$ cat config.mk
export PLATFORM = sky130hd
export DESIGN_NAME = ifu_fetch_ctrl_flat
export DESIGN_NICKNAME = d
export VERILOG_FILES = /design/src/rtl/ifu_fetch_ctrl_if.sv /design/src/rtl/ifu_fetch_ctrl.sv /design/src/flat_wrapper.sv
export SDC_FILE = /design/constraint.sdc
export NUM_CORES = 1
export LEC_CHECK = 0
export ABC_AREA = 1
export CAP_MARGIN = 20
export CORE_MARGIN = 3
export CORE_UTILIZATION = 25
export CTS_CLUSTER_SIZE = 8
export DETAILED_ROUTE_END_ITERATION = 7
export DONT_BUFFER_PORTS = 1
export PLACE_DENSITY = 0.48
export REMOVE_ABC_BUFFERS = 1
export SLEW_MARGIN = 20
export SYNTH_ARGS = -nofsm -noshare
export SYNTH_HDL_FRONTEND = slang
export SYNTH_SLANG_ARGS = --single-unit
$ cat constraint.sdc
create_clock -name clk -period 4.3 [get_ports clk]
set_input_delay 0.43 -clock clk [delete_from_list [all_inputs] [get_ports clk]]
set_output_delay 0.43 -clock clk [all_outputs]
set_load 0.005 [all_outputs]
$ cat src/rtl/ifu_fetch_ctrl_if.sv
// Fetch-controller bundle: imem request/response, redirect/stall control and the IF/ID load path.
interface ifu_fetch_ctrl_if #(
    parameter int unsigned PC_WIDTH    = 32,
    parameter int unsigned INSTR_WIDTH = 32
);
    logic                   imem_req_valid;
    logic                   imem_req_ready;
    logic [PC_WIDTH-1:0]    imem_req_addr;
    logic                   imem_rsp_valid;
    logic [INSTR_WIDTH-1:0] imem_rsp_data;
    logic                   redirect_valid;
    logic [PC_WIDTH-1:0]    redirect_pc;
    logic                   stall;
    logic [PC_WIDTH-1:0]    fetch_pc;
    logic [INSTR_WIDTH-1:0] fetch_instr;
    logic [PC_WIDTH-1:0]    fetch_pc_4;
    logic                   if_id_reg_enable;
    logic                   bpu_clear_ctrl;

    // Fetch sequencer side
    modport master (
        output imem_req_valid, imem_req_addr,
        input  imem_req_ready, imem_rsp_valid, imem_rsp_data,
        input  redirect_valid, redirect_pc, stall,
        output fetch_pc, fetch_instr, fetch_pc_4, if_id_reg_enable, bpu_clear_ctrl
    );

    // Memory / pipeline side
    modport slave (
        input  imem_req_valid, imem_req_addr,
        output imem_req_ready, imem_rsp_valid, imem_rsp_data,
        output redirect_valid, redirect_pc, stall,
        input  fetch_pc, fetch_instr, fetch_pc_4, if_id_reg_enable, bpu_clear_ctrl
    );
endinterface

$ cat src/rtl/ifu_fetch_ctrl.sv
// Instruction-fetch sequencer: one outstanding imem request, hold buffer for stalls,
// drain of wrong-path responses after redirect.
module ifu_fetch_ctrl #(
    parameter int unsigned         PC_WIDTH    = 32,
    parameter int unsigned         INSTR_WIDTH = 32,
    parameter logic [PC_WIDTH-1:0] RESET_PC    = PC_WIDTH'(32'h8000_0000)
) (
    input  logic              clk,
    input  logic              rst,
    ifu_fetch_ctrl_if.master  fetch_if
);

    typedef enum logic [1:0] {
        S_REQ   = 2'd0,
        S_WAIT  = 2'd1,
        S_HOLD  = 2'd2,
        S_DRAIN = 2'd3
    } state_e;

    state_e                 state_q, state_d;
    logic [PC_WIDTH-1:0]    pc_q, pc_d;
    logic [INSTR_WIDTH-1:0] hold_q, hold_d;

    logic                   req_valid_c;
    logic                   enable_c;
    logic                   clear_c;
    logic [INSTR_WIDTH-1:0] instr_c;
    logic [PC_WIDTH-1:0]    pc_4_c;

    assign pc_4_c = pc_q + PC_WIDTH'(4);

    always_ff @(posedge clk or posedge rst) begin
        if (rst) begin
            state_q <= S_REQ;
            pc_q    <= RESET_PC;
            hold_q  <= '0;
        end else begin
            state_q <= state_d;
            pc_q    <= pc_d;
            hold_q  <= hold_d;
        end
    end

    // Next state and strobes; redirect outranks response and stall in every state
    always_comb begin
        state_d     = state_q;
        pc_d        = pc_q;
        hold_d      = hold_q;
        req_valid_c = 1'b0;
        enable_c    = 1'b0;
        clear_c     = fetch_if.redirect_valid;
        instr_c     = fetch_if.imem_rsp_data;

        case (state_q)
            S_REQ: begin
                req_valid_c = 1'b1;
                if (fetch_if.redirect_valid) begin
                    pc_d    = fetch_if.redirect_pc;
                    state_d = fetch_if.imem_req_ready ? S_DRAIN : S_REQ;
                end else if (fetch_if.imem_req_ready) begin
                    state_d = S_WAIT;
                end
            end

            S_WAIT: begin
                if (fetch_if.redirect_valid) begin
                    pc_d    = fetch_if.redirect_pc;
                    state_d = fetch_if.imem_rsp_valid ? S_REQ : S_DRAIN;
                end else if (fetch_if.imem_rsp_valid) begin
                    if (fetch_if.stall) begin
                        hold_d  = fetch_if.imem_rsp_data;
                        state_d = S_HOLD;
                    end else begin
                        enable_c = 1'b1;
                        pc_d     = pc_4_c;
                        state_d  = S_REQ;
                    end
                end
            end

            S_HOLD: begin
                instr_c = hold_q;
                if (fetch_if.redirect_valid) begin
                    pc_d    = fetch_if.redirect_pc;
                    state_d = S_REQ;
                end else if (!fetch_if.stall) begin
                    enable_c = 1'b1;
                    pc_d     = pc_4_c;
                    state_d  = S_REQ;
                end
            end

            S_DRAIN: begin
                if (fetch_if.redirect_valid) begin
                    pc_d = fetch_if.redirect_pc;
                end
                // The stale word retires the outstanding request even if a redirect lands with it
                if (fetch_if.imem_rsp_valid) begin
                    state_d = S_REQ;
                end
            end

            default: begin
                state_d = S_REQ;
            end
        endcase
    end

    // Everything is forced low while reset is held
    assign fetch_if.imem_req_valid   = ~rst & req_valid_c;
    assign fetch_if.imem_req_addr    = rst ? '0 : pc_q;
    assign fetch_if.fetch_pc         = rst ? '0 : pc_q;
    assign fetch_if.fetch_pc_4       = rst ? '0 : pc_4_c;
    assign fetch_if.fetch_instr      = rst ? '0 : instr_c;
    assign fetch_if.if_id_reg_enable = ~rst & enable_c;
    assign fetch_if.bpu_clear_ctrl   = ~rst & clear_c;

endmodule

$ cat src/flat_wrapper.sv
// flat-port wrapper written by rule: the top's interface ports become plain ports
module ifu_fetch_ctrl_flat 
#(
    parameter int unsigned         PC_WIDTH    = 32,
    parameter int unsigned         INSTR_WIDTH = 32,
    parameter logic [PC_WIDTH-1:0] RESET_PC    = PC_WIDTH'(32'h8000_0000)
)
  (clk, rst, fetch_if_imem_req_valid, fetch_if_imem_req_addr, fetch_if_imem_req_ready, fetch_if_imem_rsp_valid, fetch_if_imem_rsp_data, fetch_if_redirect_valid, fetch_if_redirect_pc, fetch_if_stall, fetch_if_fetch_pc, fetch_if_fetch_instr, fetch_if_fetch_pc_4, fetch_if_if_id_reg_enable, fetch_if_bpu_clear_ctrl);
  ifu_fetch_ctrl_if #(.PC_WIDTH(PC_WIDTH), .INSTR_WIDTH(INSTR_WIDTH)) fetch_if_i ();
  input  logic clk;
  input  logic rst;
  output wire logic [$bits(fetch_if_i.imem_req_valid)-1:0] fetch_if_imem_req_valid;
  output wire logic [$bits(fetch_if_i.imem_req_addr)-1:0] fetch_if_imem_req_addr;
  input wire logic [$bits(fetch_if_i.imem_req_ready)-1:0] fetch_if_imem_req_ready;
  input wire logic [$bits(fetch_if_i.imem_rsp_valid)-1:0] fetch_if_imem_rsp_valid;
  input wire logic [$bits(fetch_if_i.imem_rsp_data)-1:0] fetch_if_imem_rsp_data;
  input wire logic [$bits(fetch_if_i.redirect_valid)-1:0] fetch_if_redirect_valid;
  input wire logic [$bits(fetch_if_i.redirect_pc)-1:0] fetch_if_redirect_pc;
  input wire logic [$bits(fetch_if_i.stall)-1:0] fetch_if_stall;
  output wire logic [$bits(fetch_if_i.fetch_pc)-1:0] fetch_if_fetch_pc;
  output wire logic [$bits(fetch_if_i.fetch_instr)-1:0] fetch_if_fetch_instr;
  output wire logic [$bits(fetch_if_i.fetch_pc_4)-1:0] fetch_if_fetch_pc_4;
  output wire logic [$bits(fetch_if_i.if_id_reg_enable)-1:0] fetch_if_if_id_reg_enable;
  output wire logic [$bits(fetch_if_i.bpu_clear_ctrl)-1:0] fetch_if_bpu_clear_ctrl;
  assign fetch_if_imem_req_valid = fetch_if_i.imem_req_valid;
  assign fetch_if_imem_req_addr = fetch_if_i.imem_req_addr;
  assign fetch_if_i.imem_req_ready = fetch_if_imem_req_ready;
  assign fetch_if_i.imem_rsp_valid = fetch_if_imem_rsp_valid;
  assign fetch_if_i.imem_rsp_data = fetch_if_imem_rsp_data;
  assign fetch_if_i.redirect_valid = fetch_if_redirect_valid;
  assign fetch_if_i.redirect_pc = fetch_if_redirect_pc;
  assign fetch_if_i.stall = fetch_if_stall;
  assign fetch_if_fetch_pc = fetch_if_i.fetch_pc;
  assign fetch_if_fetch_instr = fetch_if_i.fetch_instr;
  assign fetch_if_fetch_pc_4 = fetch_if_i.fetch_pc_4;
  assign fetch_if_if_id_reg_enable = fetch_if_i.if_id_reg_enable;
  assign fetch_if_bpu_clear_ctrl = fetch_if_i.bpu_clear_ctrl;
  ifu_fetch_ctrl #(.PC_WIDTH(PC_WIDTH), .INSTR_WIDTH(INSTR_WIDTH), .RESET_PC(RESET_PC)) u_core (.clk(clk), .rst(rst), .fetch_if(fetch_if_i));
endmodule
==> results.json, run 1 <==
{
  "critPathKind": "reg -> out",
  "num_vias": 4279,
  "insertion_delay_ps": 340,
  "yosysUniqueCellTypes": 31,
  "cts.sinks": 66,
  "setup_tns_ps": 0,
  "cts_hold_buf": 0,
  "cpMaxStageDelayCell": "a2111oi_1",
  "cap_violations": 0,
  "core-area_mm2": 0.0188,
  "synth-edff-count": 0,
  "grt_pass1_wl_um": 22700,
  "seq_area_frac_synth_pct": 34.5,
  "globalplace.congestion": 0.794,
  "worst_ep_required_time_ps": 3870,
  "setup_viol": 0,
  "portBuffers": 0,
  "drt_wl_total_um": 14900,
  "endpoint_kind": "primary output",
  "slew_violations": 0,
  "htreeDepth": 3,
  "crit_chain": "inv_1 -> ha_1 -> inv_1 -> nor2_4 -> buf_4 -> inv_1 -> a2111oi_1",
  "p_int_uw": 1900,
  "swShare_pct": 44.7,
  "drc_errors": 0,
  "syn_area_per_cell_um2": 6.57,
  "rsz0062_at_grt": "no",
  "drtAntennaViolNets": 0,
  "syn2layout_area_growth_pct": 5.43,
  "synth_area_mm2": 0.00479,
  "worstPathArrival_ps": 2550,
  "max_slew_margin_pct": 46.4,
  "final_cells": 918,
  "pwr-share-clk_pct": 24.3,
  "die_w_um": 144,
  "r2r-end": "u_core.pc_q[8]$_DFFE_PP0P_",
  "max_freq_mhz": 336,
  "wl_per_cell_um": 16.3,
  "dieArea_mm2": 0.0209,
  "leakage_uw": 0.00233,
  "p_comb_share_pct": 41.3,
  "rr_startpoint": "u_core.state_q[0]$_DFFE_PP0P_",
  "post-route-period-util_pct": 69.3,
  "final_layout_size_suffix_gt1_share_pct": 7.89,
  "overflow": 0,
  "rows": 50,
  "worstPathMaxFanout": 50,
  "hold_viol": 0,
  "post_cts_buffers": 0,
  "grt_pass1_vias": 4070,
  "drtIter0Drc": 255,
  "post_cts_resized": 0,
  "cts-buffers-inserted": 9,
  "clk_pin_slew_ps": 60,
  "routed_via_density": 4.66,
  "worst-r2r-cell-count": 8,
  "peakVddDrop_uv": 225,
  "hold_path.class": "in -> async",
  "rrSetupSlack_ps": 1930,
  "drt-pass1-iter-count": 4,
  "seq_power_share_pct": 34.4,
  "finClkSkew_ps": 8.54,
  "crit_top_cell": "inv_1",
  "cp_slowest_stage_delay_ps": 480,
  "ys_warn_count": 0,
  "ys_async_sr_fraction_pct": 100,
  "worst_pin_slew_ps": 801,
  "die_h_um": 144,
  "dpl.cell_count": 902,
  "worstSetupStartpointType": "register",
  "outcome": "finished clean",
  "io_pins": 201,
  "cts_tree": "done",
  "postSynthCellCount": 729,
  "nets": 754,
  "antenna_found_initial": 0,
  "initial_core_util_pct": 25.5,
  "synthFlopType": "dfrtp_1",
  "min_period_ps": 2980,
  "power.net_switching_uw": 1530,
  "diodes": 0,
  "grt_use_total_pct": 14.2,
  "cts_root_buf": "clkbuf_16",
  "grt_max_degree": 67,
  "cts_buffer_depth": 2,
  "place_hpwl_um": 11000,
  "ys_seq_elements": 66,
  "powerDensity_mw_per_mm2": 679
}
## worst max-delay path, delay by kind of cell, from the launching register on
family	cells	cell delay [ps]
buffers and inverters	4	980
AO/OA/AOI/OAI	1	480
flip-flops	1	400
adder cells (fa/ha/maj)	1	280
AND/OR/NAND/NOR	1	70
## through the flow
step                util (%)  instance area, µm²  hold slack, ps  setup WS [ps]  total power [µW]
detailed placement      25.2                4720             471           1590              2630
CTS                     26.9                5050            98.2           1210              3490
global placement        25.2                4720             467           1680              2620
floorplan                  -                4390             448            647              2210
finish                  26.9                5050             110           1320              3430
global route            26.9                5050             152            982              3780
## placed cells by master (no fill, tap or decap), drive strengths merged, types with 2 or more instances in the layout
master    count
nor2        165
nand2       156
inv          77
o21ai        76
dfrtp        65
a21oi        47
nand3        33
mux2         15
clkbuf       10
xor2          6
o22ai         6
ha            5
buf           5
o211ai        3
and2          2
clkinv        2
bufinv        2
clkinvlp      2
## registers in the layout, summed over array words and instances, names as in the netlist
register / flops
u_core.hold_q: 32
u_core.pc_q: 32
u_core.state_q: 2
## cell usage after synthesis, types with 2 or more instances
library cell  instances  area (µm²)
nand3_1              33         165
buf_1                 4        15.0
o21ai_0              72         360
nand2_1             152         571
buf_2                 7        35.0
nor2_1              156         586
a21oi_1              47         235
o21ai_1               4        20.0
mux2_2               15         169
buf_4                38         285
nand2_2               3        18.8
inv_1                75         282
xor2_1                6        52.6
ha_1                  5        62.6
dfrtp_1              65        1630
o22ai_1               6        37.5
nor2_2                5        31.3
inv_2                 2        7.51
o211ai_1              3        22.5
and2_1                2        12.5
nor2_4                4        45.0
clkbuf_1             16        60.1
## power groups by stage
stage / Sequential [µW] / Combinational, µW / Clock [µW]
6_report: 1180 / 1420 / 833
5_1_grt: 1230 / 1670 / 883
4_1_cts: 1180 / 1450 / 862
3_5_place_dp: 1190 / 1440 / 0
3_3_place_gp: 1190 / 1430 / 0
2_1_floorplan: 1110 / 1110 / 0
## cells by family after synthesis
kind of cell / after synthesis / share of synthesized area, %
xor+xnor: 7 / 1.28
flops: 66 / 34.5
compound gates: 135 / 14.6
simple gates: 358 / 30.3
fa+ha+maj: 5 / 1.31
mux: 15 / 3.52
buf+inv: 143 / 14.5
## worst max-delay path by stage
| stage | slack (ps) | endpoint | startpoint | depth (start not counted) |
|---|---|---|---|---|
| floorplan | 650 | fetch_if_if_id_reg_enable | u_core.state_q[0]$_DFFE_PP0P_ | 6 |
| global placement | 1680 | fetch_if_if_id_reg_enable | u_core.state_q[0]$_DFFE_PP0P_ | 7 |
| detailed placement | 1590 | fetch_if_if_id_reg_enable | u_core.state_q[0]$_DFFE_PP0P_ | 7 |
| CTS | 1210 | fetch_if_if_id_reg_enable | u_core.state_q[0]$_DFFE_PP0P_ | 7 |
| global route | 980 | fetch_if_if_id_reg_enable | u_core.state_q[0]$_DFFE_PP0P_ | 7 |
| finish | 1320 | fetch_if_if_id_reg_enable | u_core.state_q[0]$_DFFE_PP0P_ | 7 |
## layout make-up
cell class | count | area (µm²)
clock inverter | 6 | 88.8
inverter | 77 | 290
sequential | 66 | 1650
multi-input combinational | 520 | 2450
clock buffer | 10 | 239
fill | 2133 | 13700
tap | 234 | 293
timing repair buffer | 5 | 37.5
## routing by layer
layer	GRT usage [%]	share of wire (%)	routed length (µm)	vias up
li1	-	-	-	2172
met1	19.0	46	6880	1974
met2	22.3	46	6930	114
met3	3.24	5.5	819	19
met4	5.69	2.0	300	0
met5	0	0	0	-
Note: power is estimated with default switching activity, not from simulation.
==> run 2: changes to the inputs <==
Settings changed: PLACE_DENSITY 0.48 to 0.5.
Clock period 4.3 ns to 2.7 ns, I/O delays scaled along.
==> run 2 against run 1 <==
  * Sequential power rose by 61%
  * Non-clock buffer count rose by 5
  * Worst hold slack got worse by 73 ps
  * Worst setup slack got worse by 970 ps
  * First-iteration DRC count fell by 5.9%
  * Sequential cell count did not move
  * Critical path type unchanged
  * Highest routed layer unchanged
==> results.json, run 2 (synthesis gave the netlist of run 1 again) <==
{
  "outcome": "finished clean",
  "hold_viol": 0,
  "worstPathMaxFanout": 49,
  "grt_use_total_pct": 14.3,
  "post-route-period-util_pct": 87.0,
  "routed_via_density": 4.64,
  "worstPathArrival_ps": 2080,
  "post_cts_buffers": 0,
  "crit_chain": "inv_1 -> ha_1 -> buf_4 -> inv_1 -> buf_4 -> o21ai_0 -> a21oi_1",
  "n_fill_cell": 2112,
  "total_power_uw": 5380,
  "insertion_delay_ps": 330,
  "cts.sinks": 66,
  "cts-buffers-inserted": 9,
  "syn2layout_area_growth_pct": 5.72,
  "rsz0062_at_grt": "no",
  "hold_path.class": "in -> reg",
  "max_freq_mhz": 426,
  "clk_pin_slew_ps": 60,
  "critPathLaunch": "u_core.state_q[0]$_DFFE_PP0P_",
  "cpMaxStageDelayCell": "buf_4",
  "drt-pass1-iter-count": 4,
  "htreeDepth": 3,
  "place_hpwl_um": 11000,
  "seq_area_mm2": 0.00165,
  "cts_tree": "done",
  "drtIter0Drc": 240,
  "final_cell_mix": "155 x nor2_1, 152 x nand2_1, 74 x inv_1",
  "mostFrequentLayoutCell": "nor2_1",
  "post_cts_resized": 0,
  "dieArea_mm2": 0.0209,
  "placed_area_mm2": 0.00477,
  "cts_root_buf": "clkbuf_16",
  "rows": 50,
  "worstSetupStartpointType": "register",
  "core-area_mm2": 0.0188,
  "critPathKind": "reg -> out",
  "crit_family": "buffers and inverters",
  "grt_pass1_wl_um": 22700,
  "die_h_um": 144,
  "worstHoldStart": "fetch_if_redirect_valid",
  "finalCoreUtilization_pct": 27.0,
  "drt_wl_total_um": 15200,
  "wl_per_cell_um": 16.5,
  "endpoint_kind": "primary output",
  "design_area_mm2": 0.00507,
  "globalplace.congestion": 0.804,
  "antenna_found_initial": 1,
  "peakVddDrop_uv": 310,
  "die_w_um": 144,
  "setup_tns_ps": 0,
  "grt_pass1_vias": 4004,
  "num_vias": 4282,
  "setup_viol": 0,
  "powerDensity_mw_per_mm2": 1060,
  "top_regs": "u_core.hold_q: 32 flops, u_core.pc_q: 32 flops, u_core.state_q: 2 flops",
  "rr_startpoint": "u_core.state_q[0]$_DFFE_PP0P_",
  "finClkSkew_ps": 5.22,
  "nets": 759,
  "io_pins": 201,
  "portBuffers": 0,
  "drtAntennaViolNets": 0,
  "grt_max_degree": 67,
  "leakage_uw": 0.00235,
  "path_buf_inv": 4,
  "worst_pin_slew_ps": 557,
  "overflow": 0,
  "max_slew_margin_pct": 62.9,
  "min_period_ps": 2350,
  "cap_violations": 0,
  "slew_violations": 0,
  "final_layout_size_suffix_gt1_share_pct": 7.99,
  "cts_buffer_depth": 2,
  "worst_ep_required_time_ps": 2430,
  "multi_input_area_mm2": 0.00245,
  "cp_slowest_stage_delay_ps": 400,
  "initial_core_util_pct": 25.5,
  "drc_errors": 0
}
==> run 2: cell types whose count changed in the layout (fill, tap and decap cells not counted) <==
cell / before / now
buf_4: 5 / 8
clkbuf_1: 0 / 2
clkinvlp_4: 2 / 0
buf_12: 0 / 1
bufinv_16: 2 / 1
clkinv_2: 2 / 3
diode_2: 0 / 1
dlygate4sd3_1: 0 / 1
inv_6: 1 / 0
==> run 2: worst paths after layout <==
path,endpoint,slack (ps),cells past startpoint
max in group asynchronous,u_core.pc_q[13]$_DFFE_PP0P_,1440,3
hold / removal,u_core.pc_q[0]$_DFFE_PP0P_,40,1
setup reg to reg,u_core.pc_q[3]$_DFFE_PP0P_,860,8
setup / recovery,fetch_if_fetch_instr[7],350,7
min in group asynchronous,u_core.hold_q[3]$_DFFE_PP0P_,430,2
hold reg to reg,u_core.hold_q[0]$_DFFE_PP0P_,480,2
==> run 2: power breakdown <==
part	switching, µW	internal, µW	total, µW
logic	1560	737	2300
clock network	448	733	1180
registers	433	1470	1900
==> run 2: layout make-up <==
class / count / area share (%)
Multi-Input combinational cell: 520 / 48.4
Sequential cell: 66 / 32.6
Tap cell: 234 / 5.78
Inverter: 77 / 5.73
Clock buffer: 12 / 4.87
Timing Repair Buffer: 10 / 1.78
Clock inverter: 3 / 0.790
Antenna cell: 1 / 0.0494
==> run 2: repair_timing <==
item                       4_1_cts  5_1_grt
setup endpoints to repair        0        0
hold endpoints to repair         8        0
hold buffers                     1        0
==> run 2: stage by stage <==
stage               std cells  worst slack (ps)  hold slack, ps
floorplan                 663              -793             377
global placement          906               732             136
detailed placement        906               718             142
CTS                       922               336            16.0
global route              923               141            39.5
finish                    923               351            37.2
==> run 2: per-layer routing <==
| metal | routed length, µm | global-route usage (%) | part of all wire (%) | up-vias |
|---|---|---|---|---|
| met1 | 6850 | 19.1 | 45 | 1960 |
| met3 | 938 | 3.17 | 6.2 | 15 |
| li1 | - | - | - | 2183 |
| met4 | 287 | 5.79 | 1.9 | 0 |
| met5 | 0 | 0 | 0 | - |
| met2 | 7130 | 22.4 | 47 | 124 |
==> run 3: changes to the inputs <==
Settings changed: CELL_PAD_IN_SITES_DETAIL_PLACEMENT from default to 0, CELL_PAD_IN_SITES_GLOBAL_PLACEMENT from default to 2, PLACE_DENSITY 0.5 to 0.77.
==> run 3 against run 2 <==
  * Cell count rose by 0.11%
  * Combinational power rose by 3%
  * Worst setup slack improved by 28 ps
  * Largest cell class unchanged
==> results.json, run 3 (synthesis gave the netlist of run 1 again) <==
{
  "crit_family": "compound AO/OA/AOI/OAI gates",
  "drt_wl_total_um": 15200,
  "max_slew_margin_pct": 47.3,
  "p_int_uw": 3050,
  "drtIter0Drc": 255,
  "power.net_switching_uw": 2500,
  "design_area_mm2": 0.00512,
  "critPathLaunch": "u_core.state_q[0]$_DFFE_PP0P_",
  "cts_root_buf": "clkbuf_16",
  "hold_viol": 0,
  "die_w_um": 144,
  "drt-pass1-iter-count": 5,
  "finalCoreUtilization_pct": 27.3,
  "htreeDepth": 3,
  "max_freq_mhz": 431,
  "post-route-period-util_pct": 86.0,
  "clk_pin_slew_ps": 60,
  "finClkSkew_ps": 5.97,
  "seq_area_mm2": 0.00165,
  "multi_input_area_mm2": 0.00245,
  "outcome": "finished clean",
  "syn2layout_area_growth_pct": 6.89,
  "routed_via_density": 4.77,
  "mostFrequentLayoutCell": "nor2_1",
  "globalplace.congestion": 0.802,
  "min_period_ps": 2320,
  "r2r-end": "u_core.pc_q[2]$_DFFE_PP0P_",
  "grt_pass1_wl_um": 23200,
  "nets": 761,
  "holdPathEnd": "u_core.pc_q[0]$_DFFE_PP0P_",
  "initial_core_util_pct": 25.5,
  "crit_chain": "inv_1 -> ha_1 -> buf_4 -> inv_1 -> buf_12 -> a2111oi_1",
  "seq_power_share_pct": 33.9,
  "top_regs": "u_core.hold_q: 32 flops, u_core.pc_q: 32 flops, u_core.state_q: 2 flops",
  "final_cells": 924,
  "p_comb_share_pct": 42.8,
  "grt_pass1_vias": 4146,
  "worstPathMaxFanout": 51,
  "cts_buffer_depth": 2,
  "setup_viol": 0,
  "worstPathArrival_ps": 2050,
  "pwr-share-clk_pct": 23.3,
  "dpl.cell_count": 908,
  "final_cell_mix": "155 x nor2_1, 152 x nand2_1, 74 x inv_1",
  "wl_per_cell_um": 16.4,
  "rr_startpoint": "u_core.state_q[0]$_DFFE_PP0P_",
  "cap_violations": 0,
  "io_pins": 201,
  "die_h_um": 144,
  "rrSetupSlack_ps": 870,
  "peakVddDrop_uv": 318,
  "cp_slowest_stage_delay_ps": 590,
  "critPathKind": "reg -> out",
  "drtAntennaViolNets": 0,
  "worst-r2r-cell-count": 8,
  "cts-buffers-inserted": 9,
  "diodes": 0,
  "final_layout_size_suffix_gt1_share_pct": 8.55,
  "whs_ps": 30.8,
  "post_cts_buffers": 0,
  "placed_area_mm2": 0.00479,
  "setup_tns_ps": 0,
  "dieArea_mm2": 0.0209,
  "overflow": 0,
  "rows": 50,
  "num_vias": 4407,
  "worstSetupStartpointType": "register",
  "place_hpwl_um": 11200,
  "powerDensity_mw_per_mm2": 1080,
  "portBuffers": 0,
  "cts_tree": "done",
  "worst_pin_slew_ps": 790,
  "insertion_delay_ps": 340,
  "endpoint_kind": "primary output",
  "grt_use_total_pct": 14.4,
  "grt_max_degree": 67,
  "swShare_pct": 45.0,
  "worstHoldStart": "fetch_if_redirect_valid",
  "drc_errors": 0,
  "core-area_mm2": 0.0188,
  "crit_top_cell": "inv_1",
  "hold_path.class": "in -> reg",
  "cts.sinks": 66,
  "worst_ep_required_time_ps": 2430,
  "hold_depth": 1,
  "antenna_found_initial": 0,
  "cpMaxStageDelayCell": "a2111oi_1",
  "rsz0062_at_grt": "no",
  "n_fill_cell": 2146,
  "path_buf_inv": 4,
  "slew_violations": 0,
  "leakage_uw": 0.00237
}
run 3: changes by cell type in the layout (fill, tap and decap cells not counted), sizes merged:
cell	change
clkbuf	-3
buf	+2
clkinvlp	+2
bufinv	+1
diode	-1
run 3: cell type report:
cell class	instances	share of cell area, %
timing repair buffer	12	2.30
sequential	66	32.3
multi-input combinational	520	47.9
clock inverter	6	1.81
tap	234	5.72
clock buffer	9	4.40
inverter	77	5.67
run 3: power by group through the flow:
stage	registers [µW]	clock network, µW	logic [µW]
2_1_floorplan	1760	0	1770
3_3_place_gp	1880	0	2420
3_5_place_dp	1900	0	2420
4_1_cts	1880	1340	2430
5_1_grt	1960	1370	2770
6_report	1880	1290	2380
run 3: worst max path at each step:
stage	to	depth (start not counted)
after CTS	fetch_if_if_id_reg_enable	6
after floorplan	fetch_if_if_id_reg_enable	6
after global routing	fetch_if_if_id_reg_enable	6
after detailed placement	fetch_if_if_id_reg_enable	6
final	fetch_if_if_id_reg_enable	6
after global placement	fetch_if_if_id_reg_enable	6
run 3: per-stage QoR:
step,total power (µW),setup WS [ps]
finish,5550,379
global route,6100,175
CTS,5660,337
detailed placement,4310,713
global placement,4300,746
floorplan,3530,-793
run 3: metal layers:
metal / up-vias / share of wire [%] / global-route usage [%]
li1: 2187 / - / -
met1: 2065 / 45 / 19.7
met2: 142 / 47 / 22.4
met3: 13 / 6.3 / 3.14
met4: 0 / 1.5 / 4.81
met5: - / 0 / 0
run 3: timing repair:
item	4_1_cts	5_1_grt
resized for setup	0	0
hold buffers	1	0
endpoints found under the hold margin	24	0
